File: src/rtl/vlc_link_scheduler.sv
// rtl/vlc_link_scheduler.sv - half-duplex medium-access scheduler for the VLC link
//
// Arbitrates the shared optical channel between the TX path (DAC) and the RX
// path (ADC). TX is deferred while a frame is being received, then retried
// after a random backoff. The receiver is blanked during TX and for a guard
// interval afterwards.
//
// Ports:
//   clk          system clock (20 MHz)
//   reset        synchronous, active-low reset
//   i_tx_req     level, TX path holds a complete frame
//   i_tx_done    pulse, TX path finished the frame
//   i_rx_busy    level, RX path is receiving a frame
//   o_tx_grant   level, TX path may drive the DAC
//   o_tx_abort   pulse, grant revoked by timeout
//   o_rx_en      level, RX path may accept samples
//   o_state      current FSM state (debug/LEDs)
//   o_tx_frames  completed TX frames, wraps
//   o_rx_frames  completed RX frames, wraps
//   o_deferrals  TX requests deferred by RX activity, saturates at 255
module vlc_link_scheduler #(
  parameter int GUARD_CYCLES = 200,
  parameter int BACKOFF_UNIT = 64,
  parameter int TX_TIMEOUT   = 1048576,
  parameter int CNT_W        = 16
) (
  input  logic             clk,
  input  logic             reset,
  input  logic             i_tx_req,
  input  logic             i_tx_done,
  input  logic             i_rx_busy,
  output logic             o_tx_grant,
  output logic             o_tx_abort,
  output logic             o_rx_en,
  output logic [2:0]       o_state,
  output logic [CNT_W-1:0] o_tx_frames,
  output logic [CNT_W-1:0] o_rx_frames,
  output logic [7:0]       o_deferrals
);

  // One countdown serves both backoff and guard, so size it for the longer.
  localparam int BO_MAX = 16 * BACKOFF_UNIT - 1;
  localparam int CD_MAX = (GUARD_CYCLES - 1 > BO_MAX) ? GUARD_CYCLES - 1 : BO_MAX;
  localparam int CD_W   = $clog2(CD_MAX + 1);
  localparam int TC_W   = (TX_TIMEOUT > 1) ? $clog2(TX_TIMEOUT) : 1;

  typedef enum logic [2:0] {
    S_IDLE    = 3'd0,
    S_RX      = 3'd1,
    S_BACKOFF = 3'd2,
    S_TX      = 3'd3,
    S_GUARD   = 3'd4
  } state_t;

  state_t            state;
  state_t            state_nxt;
  logic [7:0]        lfsr;
  logic              lfsr_fb;
  logic              rx_busy_q;
  logic              rx_fall;
  logic [CD_W-1:0]   countdown;
  logic [CD_W-1:0]   backoff_load;
  logic [TC_W-1:0]   tx_cycles;
  logic              rx_end;
  logic              defer;
  logic              frame_done;
  logic              tx_timeout;

  // Fibonacci LFSR, taps 8,6,5,4.
  assign lfsr_fb      = lfsr[7] ^ lfsr[5] ^ lfsr[4] ^ lfsr[3];
  assign rx_fall      = rx_busy_q & ~i_rx_busy;
  assign backoff_load = CD_W'((int'(lfsr[3:0]) + 1) * BACKOFF_UNIT - 1);
  assign o_state      = state;

  always_comb begin
    state_nxt  = state;
    rx_end     = 1'b0;
    defer      = 1'b0;
    frame_done = 1'b0;
    tx_timeout = 1'b0;
    case (state)
      S_IDLE: begin
        // RX has priority over a same-cycle TX request.
        if (i_rx_busy)     state_nxt = S_RX;
        else if (i_tx_req) state_nxt = S_TX;
      end
      S_RX: begin
        if (rx_fall) begin
          rx_end = 1'b1;
          if (i_tx_req) begin
            defer     = 1'b1;
            state_nxt = S_BACKOFF;
          end else begin
            state_nxt = S_IDLE;
          end
        end
      end
      S_BACKOFF: begin
        if (i_rx_busy)            state_nxt = S_RX;
        else if (countdown == '0) state_nxt = i_tx_req ? S_TX : S_IDLE;
      end
      S_TX: begin
        // Done wins over a timeout landing on the same cycle.
        if (i_tx_done) begin
          frame_done = 1'b1;
          state_nxt  = S_GUARD;
        end else if (tx_cycles == TC_W'(TX_TIMEOUT - 1)) begin
          tx_timeout = 1'b1;
          state_nxt  = S_GUARD;
        end
      end
      S_GUARD: begin
        if (countdown == '0) state_nxt = S_IDLE;
      end
      default: state_nxt = S_IDLE;
    endcase
  end

  always_ff @(posedge clk) begin
    if (!reset) begin
      state       <= S_IDLE;
      o_tx_grant  <= 1'b0;
      o_tx_abort  <= 1'b0;
      o_rx_en     <= 1'b1;
      o_tx_frames <= '0;
      o_rx_frames <= '0;
      o_deferrals <= '0;
      lfsr        <= 8'hA5;
      countdown   <= '0;
      tx_cycles   <= '0;
      rx_busy_q   <= 1'b0;
    end else begin
      state      <= state_nxt;
      lfsr       <= {lfsr[6:0], lfsr_fb};
      rx_busy_q  <= i_rx_busy;
      o_tx_grant <= (state_nxt == S_TX);
      o_rx_en    <= !(state_nxt == S_TX || state_nxt == S_GUARD);
      o_tx_abort <= tx_timeout;

      // Counts cycles spent in TX; reads 0 on the first granted cycle.
      tx_cycles <= (state == S_TX) ? tx_cycles + 1'b1 : '0;

      if (defer)
        countdown <= backoff_load;
      else if (state == S_TX && state_nxt == S_GUARD)
        countdown <= CD_W'(GUARD_CYCLES - 1);
      else if (state_nxt == S_BACKOFF || state_nxt == S_GUARD)
        countdown <= countdown - 1'b1;
      else
        countdown <= '0;

      if (frame_done) o_tx_frames <= o_tx_frames + 1'b1;
      if (rx_end)     o_rx_frames <= o_rx_frames + 1'b1;
      if (defer && o_deferrals != 8'hFF) o_deferrals <= o_deferrals + 1'b1;
    end
  end

endmodule

File: config.mk
export PLATFORM = sky130hd
export DESIGN_NAME = vlc_link_scheduler
export DESIGN_NICKNAME = d
export VERILOG_FILES = /design/src/rtl/vlc_link_scheduler.sv
export SDC_FILE = /design/constraint.sdc
export NUM_CORES = 1
export LEC_CHECK = 0
export CAP_MARGIN = 20
export CORE_UTILIZATION = 55
export DETAILED_ROUTE_END_ITERATION = 7
export DONT_BUFFER_PORTS = 1
export GPL_ROUTABILITY_DRIVEN = 0
export PLACE_DENSITY = 0.7
export SLEW_MARGIN = 5
export SYNTH_ARGS = -nofsm -noshare
export SYNTH_HDL_FRONTEND = slang
export SYNTH_SLANG_ARGS = --single-unit
File: constraint.sdc
create_clock -name clk -period 3.45 [get_ports clk]
set_clock_uncertainty 0.1 [all_clocks]
set_input_delay 1.035 -clock clk [delete_from_list [all_inputs] [get_ports clk]]
set_output_delay 1.035 -clock clk [all_outputs]
set_load 0.01 [all_outputs]
-- After elaboration in Yosys (flattened, before gate mapping)
Cells that the tools add are included.
- $mul: 0
- equality and inequality tests: 9
- reductions and logical operators: 9
- bitwise operators: 7
- $lt $le $gt $ge: 0
- div/mod/pow operators: 0
- mux-type cells: 22
- add/subtract/negate cells: 7
- shifts and indexed selects: 0
- operator list (kind ; count):
    $add A16 B1 Y16 const B ; 2
    $mux W10 ; 3
    $mux W3 ; 8
    $add A20 B1 Y20 const B ; 1
    $eq A20 B20 Y1 const B ; 1
    $sub A10 B1 Y10 const B ; 2
    $pmux W3 S5 ; 1
    $eq A3 B2 Y1 const B ; 4
    $logic_not A10 Y1 ; 1
    $add A8 B1 Y8 const B ; 1
    $mux W1 ; 8
    $ne A8 B8 Y1 const B ; 1
    $eq A3 B3 Y1 const B ; 2
    $add A4 B1 Y4 const B ; 1
    $mux W2 ; 2
    $eq A3 B1 Y1 const B ; 1
    $logic_not A3 Y1 ; 1
    $not A1 Y1 ; 3
    $reduce_or A3 Y1 ; 1
    $xor A1 B1 Y1 ; 3
    $logic_and A1 B1 Y1 ; 2
    $logic_or A1 B1 Y1 ; 2
    $reduce_and A2 Y1 ; 1
    $and A1 B1 Y1 ; 1
    $logic_not A1 Y1 ; 1
- ROM bits: 0
- bits in registers: 85
- input bits: 5
- memories: 0
- latch bits: 0
- output and inout port bits: 46
- logic and storage cells: 65
- memory bits (writable): 0

-- Longest topological paths before layout
Gate-level depths: netlist (run 1).
- depth after elaboration: 9
- mapped depth: 9
- mapped depth without buffers: 8

-- Least setup slack after synthesis (run 1)
OpenSTA, ideal clock, no wires.
- path type: input -> register
- from: input i_tx_req
- to: register o_deferrals[5]
- library setup time: 0.128 ns
- stages on the path: 6
- required time: 3.222 ns
- arrival: 2.271 ns
- path buffers: 0
- slack: 0.951 ns
- cell sequence: inv_1 a2111oi_2 and4_1 nand3_1 xor2_1 nor2_1
- longest elaborated chain between the ends: 4
- RTL lines (item ; line ; source):
    start: declaration ; 29 ; input logic i_tx_req,
    $mux W1 ; 90 ; if (i_tx_req) begin
    $mux W1 ; 88 ; if (rx_fall) begin
    $mux W1 ; 81 ; case (state)
    $logic_and A1 B1 Y1 ; 154 ; if (defer && o_deferrals != 8'hFF) o_deferrals <= o_deferrals + 1'b1;
    end signal: assignment ; 154 ;
    end: declaration ; 38 ; output logic [7:0] o_deferrals
No other way between the ends.
A chain may end at the register's enable or synchronous reset.

-- Final worst setup path (run 1)
- from: register countdown[0]
- to: register countdown[2]
- longest elaborated chain between the ends: 9
- elaborated cells between the ends (all ways): 13
- those cells by class: 1 x add/sub; 2 x eq/ne; 7 x mux; 3 x reduce/logical
- RTL lines (item ; line ; source):
    start: declaration ; 61 ; logic [CD_W-1:0] countdown;
    start signal: assignment ; 144 ; countdown <= backoff_load;
    start signal: assignment ; 146 ; countdown <= CD_W'(GUARD_CYCLES - 1);
    start signal: assignment ; 148 ; countdown <= countdown - 1'b1;
    $logic_not A10 Y1 ; 100, 113 ;
    $mux W3 ; 100 ; else if (countdown == '0) state_nxt = i_tx_req ? S_TX : S_IDLE;
    $mux W3 ; 99 ; if (i_rx_busy) state_nxt = S_RX;
    $pmux W3 S5 ; 81 ;
    $eq A3 B2 Y1 or $eq A3 B3 Y1 (tied branches) ; 147, 145 ;
    $logic_or A1 B1 Y1 ; 147 ; else if (state_nxt == S_BACKOFF || state_nxt == S_GUARD)
    $mux W10 ; 147 ;
    $mux W10 (*) ; 145 ; else if (state == S_TX && state_nxt == S_GUARD)
    $mux W10 (*) ; 143 ; if (defer)
Mark *: on every way between the ends. The rest lies on a longest branch, timed or not.

==> results of run 1 <==
[worst max path at each step]
stage                                 start                            to  slack (ns)  depth (start not counted)
floorplan                          i_tx_req   o_deferrals[5]$_SDFFE_PN0P_        0.95                          6
global placement    countdown[0]$_SDFF_PN0_       countdown[9]$_SDFF_PN0_        0.99                          8
detailed placement                i_rx_busy  o_rx_frames[11]$_SDFFE_PN0P_        0.92                          5
CTS                 countdown[0]$_SDFF_PN0_       countdown[2]$_SDFF_PN0_        0.93                          8
global route        countdown[0]$_SDFF_PN0_       countdown[2]$_SDFF_PN0_        0.81                          8
finish              countdown[0]$_SDFF_PN0_       countdown[2]$_SDFF_PN0_        0.93                          8
[cells in the mapped netlist (9+ instances only)]
master,instances
nand4_1,12
nor2_1,63
nand2_1,18
clkbuf_1,11
nand2b_1,11
inv_1,13
nand3_1,24
dfxtp_1,85
xnor2_1,33
xor2_1,33
and2_1,9
and3_1,11
a21oi_1,14
[cells by family (layout without fill, tap and decap cells)]
kind of cell / Yosys count / in the layout
and+or+nand+nor: 184 / 184
DFF: 85 / 85
xor gates and xnor gates: 66 / 66
AOI/OAI and AO/OA: 39 / 39
buffers and inverters: 27 / 34
adders and majority gates: 7 / 7
muxes: 3 / 3
[where the power goes]
part           total, mW  leakage (nW)  internal, mW  switching [mW]
Sequential          1.02         0.688         0.998          0.0217
Combinational      0.130         0.676        0.0654          0.0643
Clock              0.867         0.126         0.522           0.346
Total               2.02          1.49          1.59           0.432
[worst max-delay path, stage by stage (launching register included)]
cell      delay [ns]
dfxtp_1         0.35
inv_1           0.06
ha_1            0.19
or3b_2          0.45
or4_4           0.44
or3_4           0.43
nand3b_4        0.10
and2_4          0.18
o31ai_1         0.08
[stage by stage]
stage                     utilization, %  area (sq um)
after global routing                62.7          4050
final                               62.7          4050
after CTS                           62.7          4050
after floorplan                        -          3720
after global placement              58.8          3790
after detailed placement            58.8          3790
[metal layers]
| layer | track usage, % | part of all wire [%] | up-vias |
|---|---|---|---|
| met5 | 0 | 0 | - |
| met4 | 8.46 | 1.5 | 0 |
| met3 | 6.59 | 7.7 | 10 |
| met2 | 34.6 | 46 | 69 |
| met1 | 24.3 | 45 | 1266 |
| li1 | - | - | 1392 |
[final cells by class]
| class | instances | area share, % |
|---|---|---|
| clock buffers | 11 | 3.74 |
| clock inverters | 5 | 2.62 |
| inverters | 14 | 1.30 |
| multi-input cells | 299 | 47.2 |
| flip-flops and latches | 85 | 42.0 |
| well taps | 77 | 2.38 |
| repair buffers | 4 | 0.741 |
[flip-flops by register name, indices dropped and copies added, names as in the netlist, 3 cells and up]
register and count:
lfsr 8, o_state 3, tx_cycles 20, o_rx_frames 16, o_tx_frames 16, o_deferrals 8, countdown 10
==> flow_metrics.tcl, run 1 <==
set metrics [dict create \
    arrival_ns 2.64 \
    multi_input_area_sq_um 1910 \
    synth_compound_area_share_pct 6.65 \
    stdcell_count 495 \
    avgViaCountPerCell 5.53 \
    timing.rr.end "countdown[2]$_SDFF_PN0_" \
    clockRootBuffer "clkbuf_8" \
    overflow 0 \
    tritoncts "built" \
    drc 5 \
    grt_pass1_vias 2754 \
    grt_max_degree 30 \
    hold_violations 0 \
    worst_pin_slew_ns 0.650 \
    cts.sinks 85 \
    fmax_ghz 0.397 \
    num_vias 2737 \
    core-area_sq_um 6460 \
    yosysTopAreaCellShare_pct 45.7 \
    layout_commonest_cell "dfxtp_1" \
    ys_seq_area_share_pct 45.7 \
    regArea_sq_um 1700 \
    worstPathMaxFanout 7 \
    synth_area_sq_um 3720 \
    io_pins 51 \
    syn_avg_cell_area_sq_um 9.06 \
    die_h_um 84.3 \
    cts_hold_buf 0 \
    start_util_pct 57.7 \
    rows 29 \
    powerDensity_nw_per_um2 498 \
    syn_nets 423 \
    final.period_utilization_pct 73.0 \
    drt_iter0_drc 134 \
    clockBufferDepth 2 \
    synth_edf_count 0 \
    cp-end-kind "flip-flop" \
    portBuffers 0 \
    violations "DRC" \
    start_kind "flip-flop" \
    track_usage_pct 20.6 \
    slew_viol_final 0 \
    leakage_nw 1.49 \
    setup.worst_path.class "reg2reg" \
    diodes 0 \
    setup_violations 0 \
    drt_pass1_iterations 6 \
    yosys_warnings 0 \
    path_clk_slew_ns 0.08 \
    clk_latency_ns 0.34 \
    finalCriticalPeriod_ns 2.52 \
    htree_levels 3 \
    rsz0062_at_grt "no" \
    placed_cells 479 \
    synth_top_family_by_area "simple AND/OR/NAND/NOR gates" \
    dp_slack_ns 0.919 \
    drv_cap 0 \
    synth_fa_ha_area_share_pct 2.35 \
    worstPathRequired_ns 3.57 \
    yosysTopAreaCell "dfxtp_1" \
    cts_made_buffers 9 \
    netlist_instances 411 \
    antenna_found_initial 0 \
    post_cts_buffers 0 \
    ir_drop_v 0.000306 \
    die_x_um 84.3 \
    routed_wl_um 6660 \
    yosys_register_bits 85 \
    mostFrequentLayoutCells "dfxtp_1 (85), nor2_1 (63), xor2_1 (33), xnor2_1 (33), nand3_1 (24)" \
    hold_depth 1 \
    nets 425 \
    dp_hpwl_um 4720 \
    synth.area.top_cells "dfxtp_1 (46%), xnor2_1 (7.8%), xor2_1 (7.8%)" \
    status "complete, but fails checks" \
    fin_hold_ws_ns 0.335 \
    drive_above_1_share_pct 6.70 \
    tns_ns 0 \
    r2r_cells 8 \
    ctsResizeCount 0 \
    area_growth_syn_to_layout_pct 8.80 \
    hp-start "lfsr[6]$_SDFF_PN0_" \
    synth-async-reset-ratio_pct 0 \
    min_to "lfsr[7]$_SDFF_PN1_" \
    hp-class "reg2reg" \
    die-area_sq_um 7110 \
    synth_xor_area_share_pct 15.5 \
    setup_ws_ns 0.931 \
    wl_per_cell_um 13.5 \
    power_mw 2.02 \
    nFillCells 559 \
    synthSimpleGateAreaFrac_pct 26.1 \
    reg2reg_slack_ns 0.93 \
    synthMuxAreaShare_pct 0.806 \
    slew_headroom_pct 56.3 \
    grt_pass1_wl_um 12000 \
    ant_nets 0 \
    ys.flop_type "dfxtp_1" \
    netlist-cell-type-count 43 \
    r2r_start "countdown[0]$_SDFF_PN0_" \
]
Note: power is estimated with default switching activity, not from simulation.
==> run 2: changes to the inputs <==
==> constraint.sdc (replaced) <==
create_clock -name clk -period 2.6 [get_ports clk]
set_clock_uncertainty 0.1 [all_clocks]
set_input_delay 0.78 -clock clk [delete_from_list [all_inputs] [get_ports clk]]
set_output_delay 0.78 -clock clk [all_outputs]
set_load 0.01 [all_outputs]
==> flow_metrics.tcl, run 2 (same netlist as run 1, synthesis figures left out) <==
set metrics [dict create \
    overflow 0 \
    antenna_found_initial 0 \
    wl_per_cell_um 13.5 \
    powerDensity_nw_per_um2 616 \
    ant_nets 0 \
    track_usage_pct 19.9 \
    r2r_start "countdown[0]$_SDFF_PN0_" \
    clk_latency_ns 0.35 \
    setup.worst_path.class "reg2reg" \
    path_clk_slew_ns 0.08 \
    final.period_utilization_pct 94.4 \
    post_cts_buffers 0 \
    grt_pass1_vias 2542 \
    worstPathMaxFanout 7 \
    portBuffers 0 \
    drc 10 \
    finalCriticalPeriod_ns 2.45 \
    slowest_delay_ns 0.44 \
    hold_violations 0 \
    reg_top3 "tx_cycles (20), o_rx_frames (16), o_tx_frames (16)" \
    start_util_pct 57.7 \
    tns_ns 0 \
    cp_cell_sequence "inv_1 > ha_2 > or3b_2 > or4_4 > or3_4 > nand3b_4 > and2_4 > o32ai_1" \
    violations "DRC" \
    dp_slack_ns 0.0668 \
    diodes 0 \
    io_pins 51 \
    area_growth_syn_to_layout_pct 7.96 \
    setup_ws_ns 0.147 \
    hp-start "lfsr[6]$_SDFF_PN0_" \
    leakage_nw 1.47 \
    cts.sinks 85 \
    slew_headroom_pct 57.2 \
    drv_cap 0 \
    rows 29 \
    core-area_sq_um 6460 \
    routed_wl_um 6690 \
    crit_start "countdown[0]$_SDFF_PN0_" \
    avgViaCountPerCell 5.50 \
    worstPathRequired_ns 2.73 \
    die_h_um 84.3 \
    multi_input_area_sq_um 1920 \
    nets 427 \
    num_vias 2734 \
    tritoncts "built" \
    hp-class "reg2reg" \
    largest_reg_flops 20 \
    cts_hold_buf 0 \
    nFillCells 563 \
    drt_pass1_iterations 7 \
    clockBufferDepth 2 \
    power_mw 2.48 \
    slew_viol_final 0 \
    top_register "tx_cycles" \
    setup_violations 0 \
    cp-end-kind "flip-flop" \
    slowest_stage "or3b_2" \
    status "complete, but fails checks" \
    clockRootBuffer "clkbuf_8" \
    regArea_sq_um 1700 \
    cts_made_buffers 9 \
    grt_max_degree 23 \
    mostFrequentLayoutCells "dfxtp_1 (84), nor2_1 (63), xor2_1 (33), xnor2_1 (33), nand3_1 (24)" \
    drt_iter0_drc 112 \
    start_kind "flip-flop" \
    worst_pin_slew_ns 0.640 \
    ir_drop_v 0.000361 \
    dp_hpwl_um 4670 \
    htree_levels 3 \
    die_x_um 84.3 \
    grt_pass1_wl_um 11400 \
    die-area_sq_um 7110 \
    fmax_ghz 0.408 \
    rsz0062_at_grt "no" \
    drive_above_1_share_pct 7.62 \
    layout_commonest_cell "dfxtp_1" \
    arrival_ns 2.59 \
]
==> run 2: final cells by class <==
cell class,count,area share (%)
Multi-Input combinational cell,299,47.7
Clock inverter,6,1.74
Tap cell,77,2.40
Inverter,14,1.31
Clock buffer,10,3.42
Sequential cell,85,42.3
Timing Repair Buffer,6,1.12
==> run 2: per-layer routing <==
| layer | share of wire, % | track usage, % | routed length (um) |
|---|---|---|---|
| met1 | 48 | 25.2 | 3240 |
| met5 | 0 | 0 | 0 |
| met2 | 43 | 31.2 | 2870 |
| met4 | 1.6 | 8.93 | 104 |
| met3 | 7.1 | 6.49 | 478 |
==> run 2: metrics by stage <==
step | utilization [%] | hold WS (ns) | area (sq um) | std cells
2_1_floorplan | - | 0.286 | 3720 | 411
3_3_place_gp | 59.0 | 0.298 | 3810 | 481
3_5_place_dp | 59.0 | 0.303 | 3810 | 481
4_1_cts | 62.2 | 0.325 | 4020 | 497
5_1_grt | 62.3 | 0.350 | 4020 | 497
6_report | 62.3 | 0.318 | 4020 | 497
==> run 2: worst paths after layout <==
check / end / depth (start not counted) / slack, ns
max: countdown[9]$_SDFF_PN0_ / 8 / 0.15
min: lfsr[7]$_SDFF_PN1_ / 1 / 0.32
max reg2reg: countdown[9]$_SDFF_PN0_ / 8 / 0.15
min reg2reg: lfsr[7]$_SDFF_PN1_ / 1 / 0.32
==> run 2: worst max-delay path, delay by kind of cell, from the launching register on <==
family	cells	cell delay (ns)
simple gates	5	1.54
flops	1	0.35
buf+inv	1	0.07
fa+ha+maj	1	0.20
compound gates	1	0.09
==> run 2: where the power goes <==
part | leakage [nW] | total (mW) | internal, mW | switching [mW]
Clock | 0.0955 | 0.949 | 0.476 | 0.473
Sequential | 0.689 | 1.35 | 1.32 | 0.0288
Combinational | 0.686 | 0.174 | 0.0886 | 0.0858
Total | 1.47 | 2.48 | 1.89 | 0.588
==> run 2: repair_timing <==
| item | in CTS | in global routing |
|---|---|---|
| setup endpoints to repair | 0 | 7 |
| endpoints found under the hold margin | 0 | 0 |
| gates resized for setup | 0 | 2 |
==> run 3: changes to the inputs <==
--- a/config.mk
+++ b/config.mk
@@ -5,6 +5,7 @@
 export SDC_FILE = /design/constraint.sdc
 export NUM_CORES = 1
 export LEC_CHECK = 0
+export ABC_AREA = 0
 export CAP_MARGIN = 20
 export CORE_UTILIZATION = 55
 export DETAILED_ROUTE_END_ITERATION = 7
==> results of run 3 <==
Same layout as run 2: the final DEF is identical, and so are final timing and power.
==> RTL change: new RTL, flow settings as in run 1 <==
The parameter `BACKOFF_UNIT` goes from 64 to 32.
--- a/src/rtl/vlc_link_scheduler.sv
+++ b/src/rtl/vlc_link_scheduler.sv
@@ -20,7 +20,7 @@
 //   o_deferrals  TX requests deferred by RX activity, saturates at 255
 module vlc_link_scheduler #(
   parameter int GUARD_CYCLES = 200,
-  parameter int BACKOFF_UNIT = 64,
+  parameter int BACKOFF_UNIT = 32,
   parameter int TX_TIMEOUT   = 1048576,
   parameter int CNT_W        = 16
 ) (
Check against the original RTL: no difference found for any inputs over 10 cycles, from zero or initial values and one cycle with reset low; that may be too few to reach the edited logic, so the function may still have changed.
==> RTL change against run 1 <==
Setup slack gained 0.20 ns. Sequential cell count shrank 1. Area after synthesis grew 2.1%. First-iteration DRC count shrank 24%. Routed wire length grew 5.5%. Via count grew 2.1%. Die area grew 2.1%. Hold slack lost 0.0053 ns. Synthesized cell count grew 1.9%. Total power shrank 6.9%. Cell area is essentially flat. Critical endpoint is now o_deferrals[7]$_SDFFE_PN0P_.
==> RTL change: results (changes against run 1) <==
* Status: completed (was finished, violations left)
- Met3 Resource Use GR: 0.05545 (was 0.06588)
- The worst endpoint data arrival time was 2.44 ns (was 2.64 ns).
* Vias: 2,795 (was 2,737)
* Met2 usage: 0.3387 (was 0.3465)
- The clock-cell share of area came to 0.05375 (was 0.06360).
- Sequential-to-total area share from yosys stat: 0.4420 (was 0.4568)
- The portion of netlist area occupied by mux cells was 0.002631 (was 0.008062).
- The fraction of synthesized cell area in xor and xnor cells came to 0.1496 (was 0.1552).
* Number of signal-net buffers in the layout: 1 (was 4)
- Adder-cell share of the synthesized area: 0.02631 (was 0.02351)
- Detailed Route Iter0 Violations: 102 (was 134)
* Clock power frac: 0.404 (was 0.430)
* Placed wire-length estimate: 4924 um (was 4722 um)
- Maximum number of pins on one net before global-route repair: 41 (was 30)
- The routed length on met2 came to 3376 um (was 3055 um).
- Worst relative slew slack: 0.5450 (was 0.5630)
- The number of register bits inferred by synthesis came to 84 (was 85).
- Drt wl/cell: 14.14 um (was 13.46 um)
- The overall routing resource usage is 0.2083 (was 0.2059).
* Wire length of the first global-routing pass: 11,900 um (was 11,980 um)
- Cell types occupying the most area after synthesis: sky130_fd_sc_hd__dfxtp_1, sky130_fd_sc_hd__xor2_1, sky130_fd_sc_hd__nor2_1 (was sky130_fd_sc_hd__dfxtp_1, sky130_fd_sc_hd__xnor2_1, sky130_fd_sc_hd__xor2_1).
- Portion of the layout cell area used by non-clock buffers: 0.001854 (was 0.007410)
* Post-synthesis compound-gate area fraction: 0.07399 (was 0.06651)
* Placed standard-cell area: 3832 um^2 (was 3795 um^2)
RTL change: path summary, 6_finish.rpt:
kind,cells past startpoint,endpoint,slack (ns),startpoint
worst max-delay path,5,o_deferrals[7]$_SDFFE_PN0P_,1.13,i_rx_busy
worst min-delay path,1,lfsr[7]$_SDFF_PN1_,0.33,lfsr[6]$_SDFF_PN0_
worst max register to register,5,o_deferrals[7]$_SDFFE_PN0P_,1.17,o_state[0]$_SDFF_PN0_
worst min register to register,1,lfsr[7]$_SDFF_PN1_,0.33,lfsr[6]$_SDFF_PN0_
RTL change: stage by stage:
stage | worst slack (ns) | hold WS [ns] | cells | power (mW)
floorplan | 1.116 | 0.2863 | 419 | 1.124
global placement | 0.8181 | 0.2955 | 481 | 1.140
detailed placement | 0.7984 | 0.3185 | 481 | 1.143
CTS | 1.173 | 0.3401 | 497 | 1.898
global route | 1.024 | 0.3569 | 497 | 1.961
finish | 1.130 | 0.3293 | 497 | 1.879
